--- src/rtl/genpad_pkg.sv ---
// Shared types and constants for the Genesis/SMS multi-pad reader.
// Holds the pad-type enum, decoded-button bit indices, raw-pin bit indices,
// the scan FSM state enum and the scan phase count.
// Build option: GENPAD_6BTN_EN selects 8-phase scans with 6-button detection;
// without it scans are 4 phases and pads never report 6-button.
package genpad_pkg;

  // Reported pad type
  typedef enum logic [1:0] {
    PAD_SMS  = 2'b00,
    PAD_3BTN = 2'b01,
    PAD_6BTN = 2'b10
  } pad_type_e;

  // Bit positions in the 12-bit decoded word {Z,Y,X,M,S,C,B,A,U,D,L,R}
  localparam int unsigned BTN_R  = 0;
  localparam int unsigned BTN_L  = 1;
  localparam int unsigned BTN_D  = 2;
  localparam int unsigned BTN_U  = 3;
  localparam int unsigned BTN_A  = 4;
  localparam int unsigned BTN_B  = 5;
  localparam int unsigned BTN_C  = 6;
  localparam int unsigned BTN_S  = 7;
  localparam int unsigned BTN_M  = 8;
  localparam int unsigned BTN_X  = 9;
  localparam int unsigned BTN_Y  = 10;
  localparam int unsigned BTN_Z  = 11;
  localparam int unsigned N_BTNS = 12;

  // Bit positions in the 6-bit raw pad bus {C/Start, B/A, Up/Z, Down/Y, Left/X, Right/Mode}
  localparam int unsigned RAW_RM = 0;
  localparam int unsigned RAW_LX = 1;
  localparam int unsigned RAW_DY = 2;
  localparam int unsigned RAW_UZ = 3;
  localparam int unsigned RAW_BA = 4;
  localparam int unsigned RAW_CS = 5;
  localparam int unsigned RAW_W  = 6;

  // Scan FSM states
  typedef enum logic [1:0] {
    IDLE = 2'b00,
    GAP  = 2'b01,
    SCAN = 2'b10
  } fsm_state_e;

`ifdef GENPAD_6BTN_EN
  localparam int unsigned N_PHASES = 8;
`else
  localparam int unsigned N_PHASES = 4;
`endif

endpackage

--- src/rtl/genpad_port_decoder.sv ---
// Per-port front end: 2-flop synchronizer on the raw pad pins, phase sample
// capture and type/button decode, committed to the outputs on a strobe.
// Ports:
//   fpga_clk_50 - clock
//   nreset      - synchronous active-high reset
//   pad_raw     - raw active-low pad pins {C/Start, B/A, Up/Z, Down/Y, Left/X, Right/Mode}
//   sample      - high on the last cycle of a scan phase
//   phase       - current scan phase index
//   commit      - one-cycle strobe: load decoded results into the outputs
//   pad_type    - registered pad type (00 SMS, 01 3-button, 10 6-button)
//   decoded     - registered active-high buttons {Z,Y,X,M,S,C,B,A,U,D,L,R}
// Build option: GENPAD_6BTN_EN adds phase 5/6 capture and 6-button decode.
module genpad_port_decoder
  import genpad_pkg::*;
(
  input  logic        fpga_clk_50,
  input  logic        nreset,
  input  logic [5:0]  pad_raw,
  input  logic        sample,
  input  logic [2:0]  phase,
  input  logic        commit,
  output logic [1:0]  pad_type,
  output logic [11:0] decoded
);

  logic [RAW_W-1:0]  sync1;
  logic [RAW_W-1:0]  sync2;
  logic [RAW_W-1:0]  s0;       // phase 0: C,B,U,D,L,R
  logic [1:0]        s1_sa;    // phase 1: {Start, A}
  logic              s1_gen;   // phase 1: L and R forced low -> Genesis pad
`ifdef GENPAD_6BTN_EN
  logic              s5_six;   // phase 5: U,D,L,R all low -> 6-button pad
  logic [3:0]        s6_ext;   // phase 6: {Z,Y,X,M}
`endif
  pad_type_e         type_c;
  logic [N_BTNS-1:0] decoded_c;

  // Synchronizer, phase capture and output commit
  always_ff @(posedge fpga_clk_50) begin
    if (nreset) begin
      sync1    <= '1;
      sync2    <= '1;
      s0       <= '1;
      s1_sa    <= '1;
      s1_gen   <= 1'b0;
`ifdef GENPAD_6BTN_EN
      s5_six   <= 1'b0;
      s6_ext   <= '1;
`endif
      pad_type <= 2'(PAD_SMS);
      decoded  <= '0;
    end else begin
      sync1 <= pad_raw;
      sync2 <= sync1;
      if (sample) begin
        if (phase == 3'd0) s0 <= sync2;
        if (phase == 3'd1) begin
          s1_sa  <= {sync2[RAW_CS], sync2[RAW_BA]};
          s1_gen <= ~sync2[RAW_LX] & ~sync2[RAW_RM];
        end
`ifdef GENPAD_6BTN_EN
        if (phase == 3'd5) s5_six <= (sync2[3:0] == 4'b0000);
        if (phase == 3'd6) s6_ext <= sync2[3:0];
`endif
      end
      if (commit) begin
        pad_type <= 2'(type_c);
        decoded  <= decoded_c;
      end
    end
  end

  // Decode: phase 0 bits are common to all pad types; A/Start need a Genesis
  // pad, the extended row needs a 6-button pad.
  always_comb begin
    type_c           = PAD_SMS;
    decoded_c        = '0;
    decoded_c[BTN_R] = ~s0[RAW_RM];
    decoded_c[BTN_L] = ~s0[RAW_LX];
    decoded_c[BTN_D] = ~s0[RAW_DY];
    decoded_c[BTN_U] = ~s0[RAW_UZ];
    decoded_c[BTN_B] = ~s0[RAW_BA];
    decoded_c[BTN_C] = ~s0[RAW_CS];
    if (s1_gen) begin
      type_c           = PAD_3BTN;
      decoded_c[BTN_A] = ~s1_sa[0];
      decoded_c[BTN_S] = ~s1_sa[1];
`ifdef GENPAD_6BTN_EN
      if (s5_six) begin
        type_c           = PAD_6BTN;
        decoded_c[BTN_M] = ~s6_ext[0];
        decoded_c[BTN_X] = ~s6_ext[1];
        decoded_c[BTN_Y] = ~s6_ext[2];
        decoded_c[BTN_Z] = ~s6_ext[3];
      end
`endif
    end
  end

endmodule

--- src/rtl/genesis_multipad_reader.sv ---
// Genesis/SMS multi-port controller reader. A rising edge on iPOLL starts one
// scan: the shared select line is toggled through N_PHASES phases of
// PHASE_CYC cycles, each port is sampled at the end of every phase, and all
// ports' type/button results are published together with a one-cycle oVALID.
// After each scan the select line idles high for GAP_CYC cycles so 6-button
// pads reset their internal counter; requests arriving meanwhile wait.
// Ports:
//   fpga_clk_50      - 50 MHz clock
//   nreset           - synchronous active-high reset
//   iPOLL            - scan request (rising edge)
//   iGENPAD          - raw active-low pad pins, 6 per port
//   oGENPAD_SELECT   - select line per port (identical)
//   oGENPAD_TYPE     - 2-bit pad type per port
//   oGENPAD_DECODED  - 12-bit active-high buttons per port
//   oVALID           - one-cycle pulse when results update
//   oBUSY            - high while scanning
// Build option: GENPAD_6BTN_EN enables 8-phase scans with 6-button detection.
module genesis_multipad_reader
  import genpad_pkg::*;
#(
  parameter int unsigned N_PORTS   = 2,
  parameter int unsigned PHASE_CYC = 500,
  parameter int unsigned GAP_CYC   = 75000
) (
  input  logic                   fpga_clk_50,
  input  logic                   nreset,
  input  logic                   iPOLL,
  input  logic [N_PORTS*6-1:0]   iGENPAD,
  output logic [N_PORTS-1:0]     oGENPAD_SELECT,
  output logic [N_PORTS*2-1:0]   oGENPAD_TYPE,
  output logic [N_PORTS*12-1:0]  oGENPAD_DECODED,
  output logic                   oVALID,
  output logic                   oBUSY
);

  localparam int unsigned MAX_CYC = (GAP_CYC > PHASE_CYC) ? GAP_CYC : PHASE_CYC;
  localparam int unsigned CNT_W   = $clog2(MAX_CYC + 1);

  localparam logic [1:0] ST_IDLE = 2'(IDLE);
  localparam logic [1:0] ST_GAP  = 2'(GAP);
  localparam logic [1:0] ST_SCAN = 2'(SCAN);

  localparam logic [2:0]       LAST_PHASE = 3'(N_PHASES - 1);
  localparam logic [CNT_W-1:0] PHASE_LAST = CNT_W'(PHASE_CYC - 1);
  localparam logic [CNT_W-1:0] GAP_LAST   = CNT_W'(GAP_CYC - 1);

  logic [1:0]       state_q, state_d;
  logic [CNT_W-1:0] cnt_q, cnt_d;
  logic [2:0]       phase_q, phase_d;
  logic             sel_q, sel_d;
  logic             pending_q, pending_d;
  logic             busy_q;
  logic             commit_q, commit_d;
  logic             valid_q;
  logic             poll_q, poll_prev;
  logic             poll_rise_c;
  logic             sample_c;

  assign poll_rise_c = poll_q & ~poll_prev;
  assign sample_c    = (state_q == ST_SCAN) && (cnt_q == PHASE_LAST);

  // Next-state logic: phase/gap counting, select pattern, request latch
  always_comb begin
    state_d   = state_q;
    cnt_d     = cnt_q;
    phase_d   = phase_q;
    sel_d     = sel_q;
    pending_d = pending_q | poll_rise_c;
    commit_d  = 1'b0;
    case (state_q)
      ST_IDLE: begin
        sel_d = 1'b1;
        if (pending_d) begin
          state_d   = ST_SCAN;
          cnt_d     = '0;
          phase_d   = '0;
          pending_d = 1'b0;
        end
      end
      ST_SCAN: begin
        if (cnt_q == PHASE_LAST) begin
          cnt_d = '0;
          if (phase_q == LAST_PHASE) begin
            state_d  = ST_GAP;
            sel_d    = 1'b1;
            commit_d = 1'b1;
          end else begin
            phase_d = phase_q + 3'd1;
            sel_d   = ~phase_d[0];   // high in even phases
          end
        end else begin
          cnt_d = cnt_q + CNT_W'(1);
        end
      end
      ST_GAP: begin
        if (cnt_q == GAP_LAST) begin
          state_d = ST_IDLE;
          cnt_d   = '0;
        end else begin
          cnt_d = cnt_q + CNT_W'(1);
        end
      end
      default: begin
        state_d = ST_IDLE;
        cnt_d   = '0;
        sel_d   = 1'b1;
      end
    endcase
  end

  // State register. The poll edge detector tracks iPOLL during reset so a
  // level held across reset is not mistaken for a new request.
  always_ff @(posedge fpga_clk_50) begin
    if (nreset) begin
      state_q   <= ST_IDLE;
      cnt_q     <= '0;
      phase_q   <= '0;
      sel_q     <= 1'b1;
      pending_q <= 1'b0;
      busy_q    <= 1'b0;
      commit_q  <= 1'b0;
      valid_q   <= 1'b0;
      poll_q    <= iPOLL;
      poll_prev <= iPOLL;
    end else begin
      state_q   <= state_d;
      cnt_q     <= cnt_d;
      phase_q   <= phase_d;
      sel_q     <= sel_d;
      pending_q <= pending_d;
      busy_q    <= (state_d == ST_SCAN);
      commit_q  <= commit_d;
      valid_q   <= commit_q;
      poll_q    <= iPOLL;
      poll_prev <= poll_q;
    end
  end

  // One decoder per port; all share phase timing and the commit strobe
  for (genvar p = 0; p < N_PORTS; p++) begin : g_port
    genpad_port_decoder u_dec (
      .fpga_clk_50 (fpga_clk_50),
      .nreset      (nreset),
      .pad_raw     (iGENPAD[p*6 +: 6]),
      .sample      (sample_c),
      .phase       (phase_q),
      .commit      (commit_q),
      .pad_type    (oGENPAD_TYPE[p*2 +: 2]),
      .decoded     (oGENPAD_DECODED[p*12 +: 12])
    );
  end

  assign oGENPAD_SELECT = {N_PORTS{sel_q}};
  assign oVALID         = valid_q;
  assign oBUSY          = busy_q;

endmodule

--- config.mk ---
export PLATFORM = sky130hd
export DESIGN_NAME = genesis_multipad_reader
export DESIGN_NICKNAME = d
export VERILOG_FILES = /design/src/rtl/genpad_pkg.sv /design/src/rtl/genpad_port_decoder.sv /design/src/rtl/genesis_multipad_reader.sv
export SDC_FILE = /design/constraint.sdc
export NUM_CORES = 1
export LEC_CHECK = 0
export BUFFER_PORTS_ARGS = -buffer_cell sky130_fd_sc_hd__clkbuf_2
export CAP_MARGIN = 25
export CELL_PAD_IN_SITES_DETAIL_PLACEMENT = 1
export CELL_PAD_IN_SITES_GLOBAL_PLACEMENT = 1
export CORE_MARGIN = 3
export CORE_UTILIZATION = 48
export CTS_BUF_LIST = sky130_fd_sc_hd__clkbuf_8
export CTS_CLUSTER_DIAMETER = 150
export DETAILED_ROUTE_END_ITERATION = 12
export PLACE_DENSITY = 0.95
export SYNTH_ARGS = -nofsm -noshare
export SYNTH_HDL_FRONTEND = slang
export SYNTH_SLANG_ARGS = --single-unit
--- constraint.sdc ---
create_clock -name fpga_clk_50 -period 4.6 [get_ports fpga_clk_50]
set_input_delay 1.15 -clock fpga_clk_50 [delete_from_list [all_inputs] [get_ports fpga_clk_50]]
set_output_delay 1.15 -clock fpga_clk_50 [all_outputs]
set_load 0.01 [all_outputs]
# After elaboration in Yosys (flattened, before gate mapping)

Index checks and enable logic that the tools add are counted.
W data, S select, Z words.

Register bits after elaboration: 91
Latch bits: 0
RAM bits: 0
Bits in read-only memories: 0
Input port bits: 15
Output and inout port bits: 32
Logic and storage cells: 99
Memories kept: 0

Add/subtract/negate cells: 2
Multiply operators: 0
Divide/modulo/power cells: 0
Magnitude comparators: 0
Eq/ne operators: 10
Shifts and indexed selects: 0
Mux-type cells: 24
Bitwise gates (word level): 29
Reductions and logical operators: 10

Operators by type and width:

| kind                    | count |
|---|---|
| $mux W17                | 3 |
| $pmux W17 S3            | 1 |
| $not A1 Y1              | 25 |
| $add A17 B1 Y17 const B | 1 |
| $eq A17 B17 Y1 const B  | 1 |
| $eq A17 B9 Y1 const B   | 1 |
| $mux W1                 | 10 |
| $mux W3                 | 3 |
| $mux W2                 | 4 |
| $pmux W2 S3             | 1 |
| $pmux W3 S2             | 1 |
| $reduce_and A2 Y1       | 3 |
| $eq A2 B2 Y1 const B    | 2 |
| $ne A2 B2 Y1 const B    | 2 |
| $reduce_and A4 Y1       | 1 |
| $add A3 B1 Y3 const B   | 1 |
| $and A1 B1 Y1           | 3 |
| $eq A3 B1 Y1 const B    | 1 |
| $eq A3 B2 Y1 const B    | 1 |
| $logic_not A3 Y1        | 1 |
| $reduce_or A3 Y1        | 1 |
| $eq A2 B1 Y1 const B    | 1 |
| $logic_not A2 Y1        | 1 |
| $ne A2 B1 Y1 const B    | 1 |
| 5 further kinds         | 5 |

# Longest topological paths before layout

Gate-level depths: netlist of run 1.

Word-level depth: 6
Mapped depth: 9
Gate-level depth less buffers: 8

# By module

From an unflattened synthesis of run 1, not the netlist that was laid out.

Cell total of the unflattened synthesis: 381
Area total of the unflattened synthesis: 3,732.3 um2

By module, submodules not included:

| module                  | instances | cells an instance | area an instance (um2) | sequential area each (um2) |
|---|---|---|---|---|
| genpad_port_decoder     | 2         | 105               | 1,081.0                | 600.6 |
| genesis_multipad_reader | 1         | 171               | 1,570.3                | 580.6 |

# Worst setup path before layout of run 1

OpenSTA, ideal clock, no wires.

Path type: in2reg
Start: input nreset
End: register cnt_q[10]
Setup time: 62 ps
Data arrival time: 2,161 ps
Data required time: 4,538 ps
Path slack: 2,377 ps
Stages on the path: 6
Cells stage by stage: clkbuf_1 nand2b_1 nand2b_1 a21o_1 or3_1 nand3_1

RTL lines:

| item                   | RTL line                       | RTL |
|---|---|---|
| start: declaration     | genesis_multipad_reader.sv:26  | `input logic nreset,` |
| end signal: assignment | genesis_multipad_reader.sv:127 | `cnt_q <= cnt_d;` |
| end: declaration       | genesis_multipad_reader.sv:48  | `logic [CNT_W-1:0] cnt_q, cnt_d;` |

# Final worst setup path of run 1

Start: register cnt_q[0]
End: register g_port[0].u_dec.s1_gen

Word-level cells in the longest chain between the ends: 3

Ends and longest elaborated chain:

| item                               | RTL line                      | RTL |
|---|---|---|
| $eq A17 B9 Y1                      | genesis_multipad_reader.sv:60 | `assign sample_c = (state_q == ST_SCAN) && (cnt_q == PHASE_LAST);` |
| $logic_and A1 B1 Y1                | genesis_multipad_reader.sv:60 |  |
| $reduce_and A2 Y1 (no source line) | -                             |  |
| end signal: assignment             | genpad_port_decoder.sv:59     | `s1_gen <= ~sync2[RAW_LX] & ~sync2[RAW_RM];` |
| end: declaration                   | genpad_port_decoder.sv:30     | `logic s1_gen;` |

No other way between the ends.
A chain may end at the register's enable or synchronous reset.

==> results of run 1 <==
-- critical path: stages (launching register included) --
cell and delay (ns):
dfxtp_1 0.42, ha_1 0.24, inv_1 0.09, nand4bb_1 0.32, nor2_4 0.24, nand4_1 0.42
or3_1 0.48, a21oi_1 0.16
-- routing by layer --
metal	track usage [%]	up-vias	routed length [µm]	share of wire [%]
met1	23.0	1239	3340	46
met5	0	-	0	0
li1	-	1315	-	-
met3	5.08	8	277	3.8
met4	5.65	0	105	1.4
met2	30.9	49	3560	49
-- sequential cells by signal, indices dropped and copies added (netlist names) --
register,cells
cnt_q,17
g_port.u_dec.decoded,16
g_port.u_dec.s0,12
g_port.u_dec.sync1,12
g_port.u_dec.sync2,12
g_port.u_dec.s1_sa,4
phase_q,3
g_port.u_dec.pad_type,2
g_port.u_dec.s1_gen,2
state_q,2
commit_q,1
oBUSY,1
oVALID,1
pending_q,1
poll_prev,1
poll_q,1
sel_q,1
-- final cells by class --
class / instances / share of cell area, %
flip-flops and latches: 89 / 45.9
multi-input cells: 255 / 38.5
repair buffers: 38 / 5.55
clock buffers: 9 / 3.19
well taps: 96 / 3.10
clock inverters: 7 / 2.74
inverters: 10 / 0.967
-- report_power, final --
group / switching (W) / leakage, nW / internal [W]
sequential: 0.00000604 / 0.724 / 0.000783
clock: 0.000306 / 0.117 / 0.000318
combinational: 0.0000414 / 0.651 / 0.0000224
-- cell families after synthesis --
logic type,after synthesis,synth area share (%)
and+or+nand+nor,169,25.6
buffers and inverters,43,6.26
other,1,0.108
muxes,4,1.19
AOI/OAI and AO/OA,54,9.77
xor gates and xnor gates,9,2.28
adders and majority gates,9,3.26
DFF,89,51.5
-- cells in the mapped netlist, drive strengths merged (3+ instances only) --
| master | count | area, µm² |
|---|---|---|
| a211oi | 12 | 90.1 |
| a21o | 3 | 22.5 |
| a21oi | 27 | 139 |
| buf | 14 | 106 |
| clkbuf | 19 | 72.6 |
| dfxtp | 89 | 1780 |
| ha | 9 | 113 |
| inv | 10 | 37.5 |
| mux2i | 3 | 30.0 |
| nand2 | 14 | 52.6 |
| nand2b | 7 | 43.8 |
| nand3 | 15 | 75.1 |
| nand3b | 4 | 30.0 |
| nand4 | 9 | 62.6 |
| nor2 | 53 | 214 |
| nor2b | 3 | 18.8 |
| nor3 | 20 | 100 |
| nor3b | 4 | 30.0 |
| o21ai | 4 | 23.8 |
| or2 | 24 | 150 |
| or3 | 10 | 62.6 |
| xnor2 | 6 | 52.6 |
| xor2 | 3 | 26.3 |
-- through the flow --
stage               total power (W)  setup WS, ns  instance area (µm²)  hold slack, ns
floorplan                  0.000857          2.38                 3490           0.389
global placement           0.000866          1.95                 3620           0.394
detailed placement         0.000871          1.86                 3620           0.399
CTS                         0.00149          2.12                 3850           0.420
global route                0.00153          1.93                 3880           0.432
finish                      0.00148          2.18                 3880           0.419
-- worst paths after layout --
path,start,endpoint,cells after the start
worst min register to register,g_port[1].u_dec.sync1[3]$_SDFF_PP1_,g_port[1].u_dec.sync2[3]$_SDFF_PP1_,1
worst max-delay path,cnt_q[0]$_SDFFE_PP0P_,g_port[0].u_dec.s1_gen$_SDFFE_PP0P_,7
worst min-delay path,g_port[1].u_dec.sync1[3]$_SDFF_PP1_,g_port[1].u_dec.sync2[3]$_SDFF_PP1_,1
worst max register to register,cnt_q[0]$_SDFFE_PP0P_,g_port[0].u_dec.s1_gen$_SDFFE_PP0P_,7
==> impl_metrics.env, run 1 <==
export IMPL_status="finished, final reports clean"
export IMPL_worst_pin_slew_ns=0.648
export IMPL_syn_to_final_growth_pct=12.2
export IMPL_num_vias=2611
export IMPL_grt_setup_unrepaired="no"
export IMPL_syn_inst=378
export IMPL_avgSynthCellArea_um2=9.15
export IMPL_syn_area_um2=3460
export IMPL_clock_latency_ns=0.37
export IMPL_mostFrequentLayoutCells="dfxtp_1, nor2_1, clkbuf_2"
export IMPL_clkSinkCount=89
export IMPL_die_area_um2=8260
export IMPL_setup_viol=0
export IMPL_dp_cells=487
export IMPL_fillers=829
export IMPL_grt_first_pass_wirelength_mm=12.4
export IMPL_coreArea_um2=6910
export IMPL_final_util_pct=56.2
export IMPL_synth_edf_count=0
export IMPL_clockBufferDepth=2
export IMPL_numCtsBuffers=9
export IMPL_crit_arrival_ns=2.72
export IMPL_drt_iter0_drc=106
export IMPL_via_per_inst=5.18
export IMPL_cts_resized=0
export IMPL_fin_tns_setup_ns=0
export IMPL_num_nets_final=427
export IMPL_seqCellArea_um2=1780
export IMPL_drc=0
export IMPL_ys_warnings_count=0
export IMPL_rows=30
export IMPL_hold_buffers=0
export IMPL_wl_per_cell_um=14.5
export IMPL_multiInputGateArea_um2=1500
export IMPL_cp_max_fo=12
export IMPL_firstDrtPassIters=6
export IMPL_hp_class="flip-flop to flip-flop"
export IMPL_leakage_nw=1.49
export IMPL_io_pins=47
export IMPL_grt_use_total_pct=18.4
export IMPL_cts_root_buffer="clkbuf_8"
export IMPL_peakVddDrop_mv=0.158
export IMPL_gp_congestion=0.770
export IMPL_wirelength_mm=7.29
export IMPL_fp_dieW_um=90.9
export IMPL_drive_gt1_share_pct=20.8
export IMPL_cts_tree="built"
export IMPL_report_final_hold_viol_count=0
export IMPL_end_kind="flip-flop"
export IMPL_ant_nets=0
export IMPL_seq_area_frac_synth_pct=51.5
export IMPL_port_buffers=36
export IMPL_async_flop_share_pct=0
export IMPL_start_util_pct=50.1
export IMPL_final_common_cell="dfxtp_1"
export IMPL_max_freq_mhz=413
export IMPL_worstPathRequired_ns=4.90
export IMPL_grt_max_degree=53
export IMPL_hpwl_mm=5.15
export IMPL_critPathLaunchType="flip-flop"
export IMPL_path_class="flip-flop to flip-flop"
export IMPL_period_minus_slack_ns=2.42
export IMPL_dieHeight_um=90.9
export IMPL_antenna_cells=0
export IMPL_ys_flop_type="dfxtp_1"
export IMPL_fin_skew_ns=0.0136
export IMPL_cts_setup_buffers=0
export IMPL_reg2reg_slack_ns=2.18
export IMPL_first_global_vias=2590
export IMPL_drv_cap=0
export IMPL_yosysUniqueCellTypes=44
export IMPL_h_tree_depth=3
export IMPL_slew_violations=0
export IMPL_clk_pin_slew_worst_paths_ns=0.10
export IMPL_period_share_pct=52.6
export IMPL_grt_ovfl_total=0
export IMPL_max_slew_margin_pct=56.6
export IMPL_ys_seq_elements=89
export IMPL_antenna_found_initial=0
export IMPL_power_density_nw_per_um2=381
export IMPL_final_cells=504
No activity file was read; power rests on OpenSTA's default activity.
==> run 2: changes to the inputs <==
--- a/config.mk
+++ b/config.mk
@@ -5,16 +5,17 @@
 export SDC_FILE = /design/constraint.sdc
 export NUM_CORES = 1
 export LEC_CHECK = 0
+export ABC_AREA = 1
 export BUFFER_PORTS_ARGS = -buffer_cell sky130_fd_sc_hd__clkbuf_2
 export CAP_MARGIN = 25
 export CELL_PAD_IN_SITES_DETAIL_PLACEMENT = 1
 export CELL_PAD_IN_SITES_GLOBAL_PLACEMENT = 1
 export CORE_MARGIN = 3
-export CORE_UTILIZATION = 48
+export CORE_UTILIZATION = 44
 export CTS_BUF_LIST = sky130_fd_sc_hd__clkbuf_8
 export CTS_CLUSTER_DIAMETER = 150
 export DETAILED_ROUTE_END_ITERATION = 12
-export PLACE_DENSITY = 0.95
+export PLACE_DENSITY = 0.92
 export SYNTH_ARGS = -nofsm -noshare
 export SYNTH_HDL_FRONTEND = slang
 export SYNTH_SLANG_ARGS = --single-unit
==> constraint.sdc (replaced) <==
create_clock -name fpga_clk_50 -period 2.4 [get_ports fpga_clk_50]
set_input_delay 0.6 -clock fpga_clk_50 [delete_from_list [all_inputs] [get_ports fpga_clk_50]]
set_output_delay 0.6 -clock fpga_clk_50 [all_outputs]
set_load 0.01 [all_outputs]
==> impl_metrics.env, run 2 <==
export IMPL_mostFrequentLayoutCells="nand2_1, dfxtp_1, nand3_1"
export IMPL_path_class="flip-flop to flip-flop"
export IMPL_antenna_found_initial=0
export IMPL_port_buffers=36
export IMPL_fillers=969
export IMPL_seq_area_frac_synth_pct=48.8
export IMPL_max_freq_mhz=473
export IMPL_placed_area_um2=3850
export IMPL_peakVddDrop_mv=0.374
export IMPL_grt_setup_unrepaired="no"
export IMPL_gp_congestion=0.872
export IMPL_period_minus_slack_ns=2.12
export IMPL_final_util_pct=51.4
export IMPL_min_to="poll_q$_DFF_P_"
export IMPL_status="finished, final reports clean"
export IMPL_synth_compound_area_share_pct=9.07
export IMPL_setup_viol=0
export IMPL_io_pins=47
export IMPL_clock_latency_ns=0.36
export IMPL_avgSynthCellArea_um2=7.93
export IMPL_synth_xor_area_share_pct=0.719
export IMPL_cts_root_buffer="clkbuf_8"
export IMPL_via_per_inst=5.16
export IMPL_worst_pin_slew_ns=0.800
export IMPL_dieHeight_um=97.1
export IMPL_fin_tns_setup_ns=0
export IMPL_reg2reg_slack_ns=0.28
export IMPL_coreArea_um2=7890
export IMPL_period_share_pct=88.1
export IMPL_power_density_nw_per_um2=683
export IMPL_ant_nets=0
export IMPL_drive_gt1_share_pct=19.0
export IMPL_r2r_cells=12
export IMPL_grt_use_total_pct=20.6
export IMPL_ys_seq_elements=89
export IMPL_ys_warnings_count=0
export IMPL_min_from="iPOLL"
export IMPL_start_util_pct=46.3
export IMPL_slew_violations=0
export IMPL_drv_cap=0
export IMPL_hold_worst_slack_ns=0.352
export IMPL_numCtsBuffers=9
export IMPL_final_common_cell="nand2_1"
export IMPL_yosysMostFrequentCell="nand2_1"
export IMPL_drt_iter0_drc=185
export IMPL_first_global_vias=3227
export IMPL_num_nets_final=515
export IMPL_crit_arrival_ns=2.36
export IMPL_hpwl_mm=6.33
export IMPL_report_final_hold_viol_count=0
export IMPL_cts_setup_buffers=0
export IMPL_die_area_um2=9440
export IMPL_grt_max_degree=46
export IMPL_wl_per_cell_um=15.6
export IMPL_cts_resized=0
export IMPL_synth_area_leader_cell="dfxtp_1"
export IMPL_cts_tree="built"
export IMPL_synth_edf_count=0
export IMPL_hp_class="input port to flip-flop"
export IMPL_syn_to_final_growth_pct=11.0
export IMPL_wirelength_mm=9.34
export IMPL_clockBufferDepth=2
export IMPL_rows=32
export IMPL_ys_flop_type="dfxtp_1"
export IMPL_grt_ovfl_total=0
export IMPL_clk_pin_slew_worst_paths_ns=0.10
export IMPL_min_path_cells=1
export IMPL_synth_common_cells="nand2_1, dfxtp_1, nand3_1"
export IMPL_fp_dieW_um=97.1
export IMPL_worst_slack_ns=0.285
export IMPL_synthAdderAreaFrac_pct=3.08
export IMPL_yosys_area_share_simple_pct=29.9
export IMPL_grt_first_pass_wirelength_mm=16.0
export IMPL_drc=0
export IMPL_worstPathRequired_ns=2.65
export IMPL_pre_cts_slack_ns=0.363
export IMPL_top_register="cnt_q"
export IMPL_cp_max_fo=11
export IMPL_h_tree_depth=3
export IMPL_syn_inst=461
export IMPL_synth_top_family_by_area="simple AND/OR/NAND/NOR gates"
export IMPL_async_flop_share_pct=0
export IMPL_end_kind="flip-flop"
export IMPL_reg2reg_from="cnt_q[1]$_SDFFE_PP0P_"
export IMPL_ys_top_cells_by_area="dfxtp_1, nand2_1, nand3_1"
export IMPL_leakage_nw=1.75
export IMPL_hold_buffers=0
export IMPL_antenna_cells=0
export IMPL_muxShareOfSynthArea_pct=0
export IMPL_synth_top_cell_area_share_pct=48.8
export IMPL_max_slew_margin_pct=46.6
export IMPL_final_cell_area_um2=4060
export IMPL_reg2reg_to="cnt_q[4]$_SDFFE_PP0P_"
export IMPL_syn_area_um2=3650
export IMPL_fin_skew_ns=0.00829
export IMPL_firstDrtPassIters=4
export IMPL_clkSinkCount=89
export IMPL_largest_reg_flops=17
export IMPL_yosysUniqueCellTypes=33
export IMPL_reg_top3="cnt_q: 17 flops, g_port.u_dec.decoded: 16 flops"
export IMPL_critPathLaunchType="flip-flop"
export IMPL_num_vias=3088
[run 2: changes by cell type after synthesis, sizes merged, moves of 6 or more]
cell and change:
a211oi -12, nand2b -7, o21ai +17, nand3 +38, nand2 +80, inv +25, or3 -10, nand4 -6
nor3 -15, clkbuf -7, xnor2 -6
[run 2: power breakdown]
group | internal [W] | leakage, nW | total [W] | switching (W)
sequential | 0.00150 | 0.725 | 0.00152 | 0.0000125
combinational | 0.0000511 | 0.918 | 0.000162 | 0.000111
clock | 0.000505 | 0.108 | 0.00109 | 0.000584
total | 0.00206 | 1.75 | 0.00277 | 0.000708
[run 2: kinds of logic after synthesis]
group,count (synthesis)
simple gates,233
flops,89
buf+inv,65
compound gates,61
fa+ha+maj,9
xor+xnor,3
other cells,1
[run 2: area by class of cell]
| class | count | area, µm² | share of cell area, % |
|---|---|---|---|
| sequential | 89 | 1780 | 43.9 |
| multi-input combinational | 316 | 1600 | 39.5 |
| timing repair buffer | 39 | 203 | 5.00 |
| inverter | 36 | 135 | 3.33 |
| tap | 102 | 128 | 3.15 |
| clock buffer | 9 | 124 | 3.05 |
| clock inverter | 7 | 83.8 | 2.07 |
[run 2: critical path, cell delays in order (launching register included)]
cell and delay [ns]:
dfxtp_1 0.37, ha_1 0.22, inv_2 0.07, nor2_2 0.07, nand2_1 0.06, nor2_2 0.19, nand2_1 0.10, nand2_1 0.15
nand2_1 0.29, nand2_1 0.14, nand2_1 0.06, nand2_1 0.21, nor2_1 0.08
[run 2: per-stage QoR]
step / std cells / total power (W)
after floorplan: 470 / 0.00167
after global placement: 582 / 0.00170
after detailed placement: 582 / 0.00171
after CTS: 598 / 0.00279
after global routing: 598 / 0.00289
final: 598 / 0.00277
[run 2: per-layer routing]
metal,vias up,wire length [µm],track usage [%]
li1,1527,-,-
met1,1474,4280,25.8
met2,67,4480,35.0
met3,20,362,3.95
met4,0,214,7.88
met5,-,0,0
[run 2: how the worst max path moves through the flow]
| stage | startpoint | to | slack (ns) | depth (start not counted) |
|---|---|---|---|---|
| 4_1_cts | cnt_q[1]$_SDFFE_PP0P_ | cnt_q[4]$_SDFFE_PP0P_ | 0.30 | 12 |
| 6_report | cnt_q[1]$_SDFFE_PP0P_ | cnt_q[4]$_SDFFE_PP0P_ | 0.28 | 12 |
| 3_5_place_dp | cnt_q[1]$_SDFFE_PP0P_ | cnt_q[14]$_SDFFE_PP0P_ | 0.36 | 12 |
| 3_3_place_gp | cnt_q[1]$_SDFFE_PP0P_ | cnt_q[13]$_SDFFE_PP0P_ | 0.51 | 12 |
| 5_1_grt | cnt_q[1]$_SDFFE_PP0P_ | cnt_q[4]$_SDFFE_PP0P_ | 0.11 | 12 |
| 2_1_floorplan | cnt_q[1]$_SDFFE_PP0P_ | g_port[0].u_dec.s0[0]$_SDFFE_PP1P_ | 0.82 | 11 |
